File: src/rtl/load_word_reader.sv
// ============================================================================
// Module   : load_word_reader
// Brief    : Multi-cycle byte/halfword/word load unit over a byte-wide memory
// Revision : 1.0
// ============================================================================
`default_nettype none

module load_word_reader #(
    parameter int LAT = 1
) (
    input  logic        Clk,
    input  logic        Rst_n,
    input  logic        Req,
    input  logic [31:0] Addr,
    input  logic [1:0]  Size,
    input  logic        Sext,
    output logic        Busy,
    output logic        Done,
    output logic        Err,
    output logic [31:0] Dout,
    output logic        Mem_RE,
    output logic [31:0] Mem_Addr,
    input  logic [7:0]  Mem_Data
);

    typedef enum logic [2:0] {
        S_IDLE    = 3'd0,
        S_ISSUE   = 3'd1,
        S_WAIT    = 3'd2,
        S_CAPTURE = 3'd3,
        S_FIN     = 3'd4
    } state_t;

    localparam logic [1:0] c_wait_last = 2'((LAT > 1) ? (LAT - 2) : 0);

    state_t      r_state;
    state_t      w_next;
    logic [1:0]  r_size;
    logic        r_sext;
    logic [1:0]  r_k;
    logic [1:0]  r_last;
    logic [1:0]  r_wcnt;
    logic        r_err;
    logic [31:0] r_buf;
    logic [31:0] r_dout;
    logic [31:0] r_mem_addr;
    logic        w_illegal;
    logic [31:0] w_buf_next;
    logic [31:0] w_result;

    assign w_illegal = (Size == 2'b11)
                     | ((Size == 2'b01) & Addr[0])
                     | ((Size == 2'b10) & (|Addr[1:0]));

    // Result is formed from the buffer including the byte captured this cycle
    always_comb begin
        w_buf_next = r_buf;
        w_buf_next[{r_k, 3'b000} +: 8] = Mem_Data;
        case (r_size)
            2'b00:   w_result = {{24{r_sext & w_buf_next[7]}},  w_buf_next[7:0]};
            2'b01:   w_result = {{16{r_sext & w_buf_next[15]}}, w_buf_next[15:0]};
            default: w_result = w_buf_next;
        endcase
    end

    always_comb begin
        w_next = r_state;
        case (r_state)
            S_IDLE:    if (Req) w_next = w_illegal ? S_FIN : S_ISSUE;
            S_ISSUE:   w_next = (LAT > 1) ? S_WAIT : S_CAPTURE;
            S_WAIT:    if (r_wcnt == c_wait_last) w_next = S_CAPTURE;
            S_CAPTURE: w_next = (r_k == r_last) ? S_FIN : S_ISSUE;
            S_FIN:     w_next = S_IDLE;
            default:   w_next = S_IDLE;
        endcase
    end

    always_ff @(posedge Clk or negedge Rst_n) begin
        if (!Rst_n) begin
            r_state    <= S_IDLE;
            r_size     <= 2'b00;
            r_sext     <= 1'b0;
            r_k        <= 2'd0;
            r_last     <= 2'd0;
            r_wcnt     <= 2'd0;
            r_err      <= 1'b0;
            r_buf      <= 32'd0;
            r_dout     <= 32'd0;
            r_mem_addr <= 32'd0;
        end else begin
            r_state <= w_next;
            case (r_state)
                S_IDLE: begin
                    if (Req) begin
                        r_size <= Size;
                        r_sext <= Sext;
                        r_k    <= 2'd0;
                        r_last <= (Size == 2'b00) ? 2'd0 : ((Size == 2'b01) ? 2'd1 : 2'd3);
                        r_err  <= w_illegal;
                        if (!w_illegal) r_mem_addr <= Addr;
                    end
                end
                S_ISSUE: r_wcnt <= 2'd0;
                S_WAIT:  r_wcnt <= r_wcnt + 2'd1;
                S_CAPTURE: begin
                    r_buf <= w_buf_next;
                    if (r_k == r_last) begin
                        r_dout <= w_result;
                    end else begin
                        r_k        <= r_k + 2'd1;
                        r_mem_addr <= r_mem_addr + 32'd1;
                    end
                end
                default: ;
            endcase
        end
    end

    assign Busy     = (r_state != S_IDLE);
    assign Done     = (r_state == S_FIN);
    assign Err      = Done & r_err;
    assign Mem_RE   = (r_state == S_ISSUE);
    assign Mem_Addr = r_mem_addr;
    assign Dout     = r_dout;

endmodule

`default_nettype wire

File: config.mk
export PLATFORM = sky130hd
export DESIGN_NAME = load_word_reader
export DESIGN_NICKNAME = d
export VERILOG_FILES = /design/src/rtl/load_word_reader.sv
export SDC_FILE = /design/constraint.sdc
export NUM_CORES = 1
export LEC_CHECK = 0
export CORE_ASPECT_RATIO = 1.1
export CORE_MARGIN = 2
export CORE_UTILIZATION = 47
export DETAILED_ROUTE_END_ITERATION = 8
export GPL_TIMING_DRIVEN = 0
export PLACE_DENSITY = 0.73
export SLEW_MARGIN = 20
export SYNTH_ARGS = -nofsm -noshare
export SYNTH_HDL_FRONTEND = slang
export SYNTH_SLANG_ARGS = --single-unit
File: constraint.sdc
create_clock -name Clk -period 1.95 [get_ports Clk]
set_input_delay 0.2925 -clock Clk [delete_from_list [all_inputs] [get_ports Clk]]
set_output_delay 0.2925 -clock Clk [all_outputs]
set_load 0.02 [all_outputs]
## Word level (Yosys, flattened, before mapping)

Cells that the tools add are included.

| word-level totals | value |
|---|---|
| input bits | 46 |
| output and inout bits | 68 |
| bits in registers | 109 |

| operators by class | value |
|---|---|
| shifts and indexed selects | 2 |
| bitwise logic cells | 7 |
| equal/unequal tests | 13 |
| multiplexer cells | 17 |
| add/subtract/negate cells | 4 |
| reduce and logical (&&, ||, !) cells | 13 |

Operators with widths:

| kind | number |
|---|---|
| case mux 32 bit (2 select lines) | 2 |
| two-way mux 32 bit | 3 |
| adder 32 x 1 -> 32 bit (second input constant) | 1 |
| bitwise mux 32 bit | 1 |
| variable shift 8 x 7 -> 32 bit (first input constant) | 1 |
| variable part select 8 x 7 -> 32 bit | 1 |
| two-way mux 3 bit | 4 |
| case mux 3 bit (4 select lines) | 1 |
| two-way mux 2 bit | 4 |
| inequality test 2 bit (second input constant) | 4 |
| case mux 2 bit (2 select lines) | 2 |
| negation 5 -> 7 bit | 1 |
| == test 3 x 2 -> 1 bit (second input constant) | 2 |
| logical NOT 2 bit | 3 |
| AND reduction 2 bit | 3 |
| bitwise AND 1 bit | 5 |
| adder 2 x 1 -> 2 bit (second input constant) | 2 |
| == test 2 x 1 -> 1 bit (second input constant) | 2 |
| == test 2 bit (second input constant) | 2 |
| AND reduction 4 bit | 1 |
| nonzero test 2 bit | 2 |
| == test 3 x 1 -> 1 bit (second input constant) | 1 |
| == test 3 bit (second input constant) | 1 |
| logical NOT 3 bit | 1 |
| 5 further kinds | 6 |

## Logic depth before layout (Yosys ltp)

Gate-level depths: netlist of the first run.

| depth | value |
|---|---|
| depth in word-level cells | 7 |
| depth in mapped cells | 8 |
| mapped depth without buffers | 7 |

## Worst setup path after synthesis of the first run

No wires, ideal clock.

| timing path | value |
|---|---|
| kind | register -> register |
| start point | reg r_k[0] |
| end point | reg r_dout[28], in the netlist Dout[28] |
| required time | 1.884 ns |
| arrival | 1.940 ns |
| library setup time | 0.066 ns |
| path slack | -0.056 ns |
| cell stages (with the launch flop) | 9 |
| buffers on the path | 1 |
| path through | dfrtp_1 -> inv_2 -> ha_1 -> nand2_1 -> nor3_4 -> a21oi_2 -> nor3_4 -> buf_6 -> o32a_1 |

| on the way | value |
|---|---|
| cells in the longest elaborated chain, start to end | 5 |

RTL lines:

| element | RTL line | text |
|---|---|---|
| start, declared | 40 | `logic [1:0] r_k;` |
| start signal, assigned | 110 | `r_k <= r_k + 2'd1;` |
| negation 5 -> 7 bit | 58 | `w_buf_next[{r_k, 3'b000} +: 8] = Mem_Data;` |
| variable part select 8 x 7 -> 32 bit / variable shift 8 x 7 -> 32 bit (equally long branches) | 58 |  |
| bitwise mux 32 bit | 58 |  |
| bitwise AND 1 bit, on equally long branches | 61, 60 |  |
| case mux 32 bit (2 select lines) | 59 | `case (r_size)` |
| end signal, assigned | 108 | `r_dout <= w_result;` |
| end, declared | 45 | `logic [31:0] r_dout;` |

Several ways; a longest one is shown, not always the timed one.
A chain may end at the register's enable or synchronous reset.

## Final worst setup path of the first run

| timing path | value |
|---|---|
| start point | reg r_k[1] |
| end point | reg r_dout[27], in the netlist Dout[27] |

The elaborated chain is that of the path after synthesis.

==> flow_summary_export.csv, run 1 <==
group,metric,value,unit
status,outcome,"completed",
drt,drc,0,
synthesis,yosys.area.top_type_share,0.481,
drt,via_per_inst,6.09,
run,maxCapViolations,0,
placed_design,placed_cell_area,7040,µm²
setup_path,r2r-end,"Dout[27]$_DFFE_PN0P_",
setup_path,critPathLaunchType,"flip-flop",
setup_path,critPathMaxStageDelay,0.36,ns
placed_design,dp.final_hpwl,11600,µm
clock_tree,numCtsBuffers,9,
timing,skew,0.0121,ns
synthesis,synthTopCellsByArea,"dfrtp_1 48%, a21oi_1 6.5%, nor2b_1 5.3%",
drt,wire_per_inst,18.8,µm
clock_tree,cts_sinks,109,
drt,vias,5534,
power_and_ir_drop,p_comb_frac,0.551,
cells_and_area,nNetsFinal,802,
floorplanning,rows,42,
floorplanning,boundaryPins,114,
setup_path,crit_chain,"inv_1 -> ha_4 -> nand2_2 -> nor3_4 -> a21oi_4 -> nor3_4 -> buf_6 -> buf_6 -> o32a_1",
power_and_ir_drop,power.switching,6090,µW
power_and_ir_drop,pwr-share-seq,0.305,
synthesis,synth_cell_type_count,58,
cells_and_area,antenna_cells,0,
setup_path,worstSetupEndpointType,"flip-flop",
floorplanning,die_w,109,µm
timing,slew_headroom,0.675,
clock_tree,clock_latency,0.36,ns
synthesis,synth_xor_area_frac,0.00463,
synthesis,ys_ff_latch,109,
floorplanning,start_util,0.476,
synthesis,synthFlopType,"dfrtp_1",
timing,rsz0062_at_grt,"true",
synthesis,synth_edf_count,0,
synthesis,synthTopCellsByCount,"109 x dfrtp_1, 74 x a21oi_1, 66 x nand2_1, 51 x o21ai_0, 48 x nor2b_1",
synthesis,synth.largest_area_cell,"dfrtp_1",
clock_tree,clockBufferDepth,2,
synthesis,synth_top_family_by_area,"compound AO/OA/AOI/OAI gates",
power_and_ir_drop,p_int,7740,µW
global_route,grt_max_degree,63,
synthesis,syn_nets,661,
synthesis,synth_cells,609,
floorplanning,coreArea,11900,µm²
cells_and_area,drive_gt1_frac,0.163,
floorplanning,die_area,13000,µm²
power_and_ir_drop,p_per_area,1800,nW/µm²
cells_and_area,syn_to_final_growth,35.5,%
clock_tree,clk_pin_slew,0.08,ns
setup_path,arrival,2.20,ns
power_and_ir_drop,peakVddDrop,0.000886,V
timing,post-route-min-period,1.90,ns
setup_path,crit_required,2.25,ns
global_route,overflow,0,
timing,slew_violations,0,
synthesis,synth-compound-area-share,0.238,
timing,setup_viol,0,
clock_tree,cts_tree,"yes",
synthesis,netlist_area,5680,µm²
floorplanning,fp.dieH,119,µm
timing,fin_tns_setup,0,ns
clock_tree,htreeDepth,3,
cells_and_area,nFillCells,997,
min_path,hold_class,"in2async",
synthesis,synthAdderAreaFrac,0.0132,
synthesis,synth_simple_gate_area_frac,0.213,
synthesis,synthArstFlopShare,1.00,
power_and_ir_drop,p_leak,0.00313,µW
setup_path,worstSetupPathType,"reg2reg",
timing,hold_viol_final,0,
drt,wirelength,17100,µm
synthesis,syn_area_per_cell,9.32,µm²
global_route,antenna_found_initial,0,
setup_path,r2r_setup_slack,0.05,ns
timing,fmax,0.526,GHz
power_and_ir_drop,swShare,0.440,
global_route,grt_pass1_wl,27400,µm
synthesis,synth_most_common_cell,"dfrtp_1",
global_route,grt_usage,0.269,
cells_and_area,final_area,7690,µm²
timing,fin_crit_sh,0.975,
placed_design,place.gp.congestion,0.897,
power_and_ir_drop,pwr-share-clk,0.144,
synthesis,synth_mux_area_frac,0.00375,
setup_path,reg2reg_from,"r_k[1]$_DFFE_PN0P_",
timing,worst_slew_pin_slew,0.487,ns
setup_path,worstRegToRegCells,9,
setup_path,crit_path_top_delay_cell,"dfrtp_1",
setup_path,startpoint,"r_k[1]$_DFFE_PN0P_",
drt,dr.pass1.iters,6,
placed_design,port_buffers,113,
setup_path,worstPathMaxFanout,5,
setup_path,setup.worst_path.end,"Dout[27]$_DFFE_PN0P_",
global_route,first_global_vias,5489,
drt,drtIter0Drc,460,
synthesis,ys_seq_area_frac,0.481,
synthesis,synth-warning-count,0,
clock_tree,cts_root_buf,"clkbuf_16",
drt,ant_nets,0,
## area by class of cell
cell class                      count  area, µm²  share of cell area
Multi-Input combinational cell    447       2860               0.372
Sequential cell                   109       2740               0.356
Timing Repair Buffer              134       1300               0.169
Buffer                             39        244              0.0317
Clock buffer                        9        225              0.0293
Tap cell                          154        193              0.0251
Clock inverter                      7       88.8              0.0116
Inverter                           10       40.0             0.00521
## power groups by stage
stage	logic [µW]	clock network [µW]	registers, µW
finish	7630	1990	4220
global placement	6900	0	4130
CTS	7380	2000	4150
global route	8220	2100	4330
floorplan	3670	0	4790
detailed placement	7040	0	4160
## routing by layer
metal / part of all wire / track usage
met5: 0 / 0
met2: 0.49 / 0.442
met3: 0.091 / 0.0569
met1: 0.39 / 0.349
met4: 0.021 / 0.0954
## worst max-delay path, delay by kind of cell (launching register included)
| kind | cells | cell delay [ns] |
|---|---|---|
| and+or+nand+nor | 3 | 0.53 |
| buffers and inverters | 3 | 0.37 |
| DFF | 1 | 0.36 |
| adders and majority gates | 1 | 0.32 |
| AOI/OAI and AO/OA | 2 | 0.25 |
## cell usage in the layout (no fill, tap or decap), types with 3 or more instances in the layout
cell             netlist  routed
nand3_2                2       4
a22o_1                 9       9
buf_2                 12      12
nand4_1                8       8
a22oi_1                3       3
and2_2                 1       3
o22a_1                 9       9
clkbuf_2               1      10
buf_4                  2      19
a31oi_1                3       3
nor3_4                 2       4
inv_8                  0       3
nand2_1               66      64
ha_4                   0       3
o22ai_1               14      14
a2bb2oi_1             13      13
buf_6                  6       8
nand3_1               25      23
clkbuf_4               0       5
clkbuf_1              17       6
nor2b_1               48      48
o32a_1                14      14
nor2_2                 0       3
o21ai_0               51      51
nor3_1                 9       7
inv_1                  8       8
a21oi_1               74      73
dfrtp_1              109     101
and3_1                 6       5
clkbuf_16              0       9
clkdlybuf4s50_1        0     108
nor4_1                 4       4
dfrtp_2                0       8
nor2_1                40      36
## cell families after synthesis
family,count (synthesis)
AND/OR/NAND/NOR,226
AO/OA/AOI/OAI,210
flip-flops,109
buffers and inverters,53
adder cells (fa/ha/maj),6
XOR/XNOR,3
multiplexers,2
## stage by stage
stage	util	setup WS [ns]	std cells	total power [µW]	hold slack [ns]
final	0.645	0.0485	909	13800	0.444
after global routing	0.645	-0.0283	909	14600	0.484
after CTS	0.636	0.00501	905	13500	0.459
after detailed placement	0.590	-0.502	877	11200	0.266
after global placement	0.588	-3.98	876	11000	0.454
after floorplan	-	0.0145	609	8460	-0.00309
## sequential cells by signal, summed over array words and instances, names as in the netlist
register,cells
Dout,32
Mem_Addr,32
r_sext,1
r_wcnt,2
r_size,2
r_err,1
r_buf,32
r_k,2
r_last,2
r_state,3
## timing repair
| action | CTS | global route |
|---|---|---|
| setup buffers | 12 | 6 |
| gates cloned | 1 | 1 |
| pin swaps | 7 | 7 |
| endpoints found under the setup margin | 71 | 88 |
| resized for setup | 37 | 42 |
| hold buffers | 1 | 0 |
| endpoints found under the hold margin | 47 | 0 |
## how the worst min path moves through the flow
stage,depth (start not counted),slack [ns],to,start
6_report,2,0.44,Dout[5]$_DFFE_PN0P_,Rst_n
5_1_grt,2,0.48,Dout[5]$_DFFE_PN0P_,Rst_n
4_1_cts,2,0.46,Dout[5]$_DFFE_PN0P_,Rst_n
3_5_place_dp,1,0.27,Dout[5]$_DFFE_PN0P_,Rst_n
3_3_place_gp,2,0.45,r_buf[9]$_DFFE_PN0N_,r_buf[9]$_DFFE_PN0N_
2_1_floorplan,0,-0.003,Dout[0]$_DFFE_PN0P_,Rst_n
Power figures use the tool's default switching activity.
==> run 2: changes to the inputs <==
--- a/config.mk
+++ b/config.mk
@@ -8,6 +8,7 @@
 export CORE_ASPECT_RATIO = 1.1
 export CORE_MARGIN = 2
 export CORE_UTILIZATION = 47
+export CTS_BUF_LIST = sky130_fd_sc_hd__clkbuf_16
 export DETAILED_ROUTE_END_ITERATION = 8
 export GPL_TIMING_DRIVEN = 0
 export PLACE_DENSITY = 0.73
==> results of run 2 <==
Same layout as run 1: the final DEF is identical, and so are final timing and power.
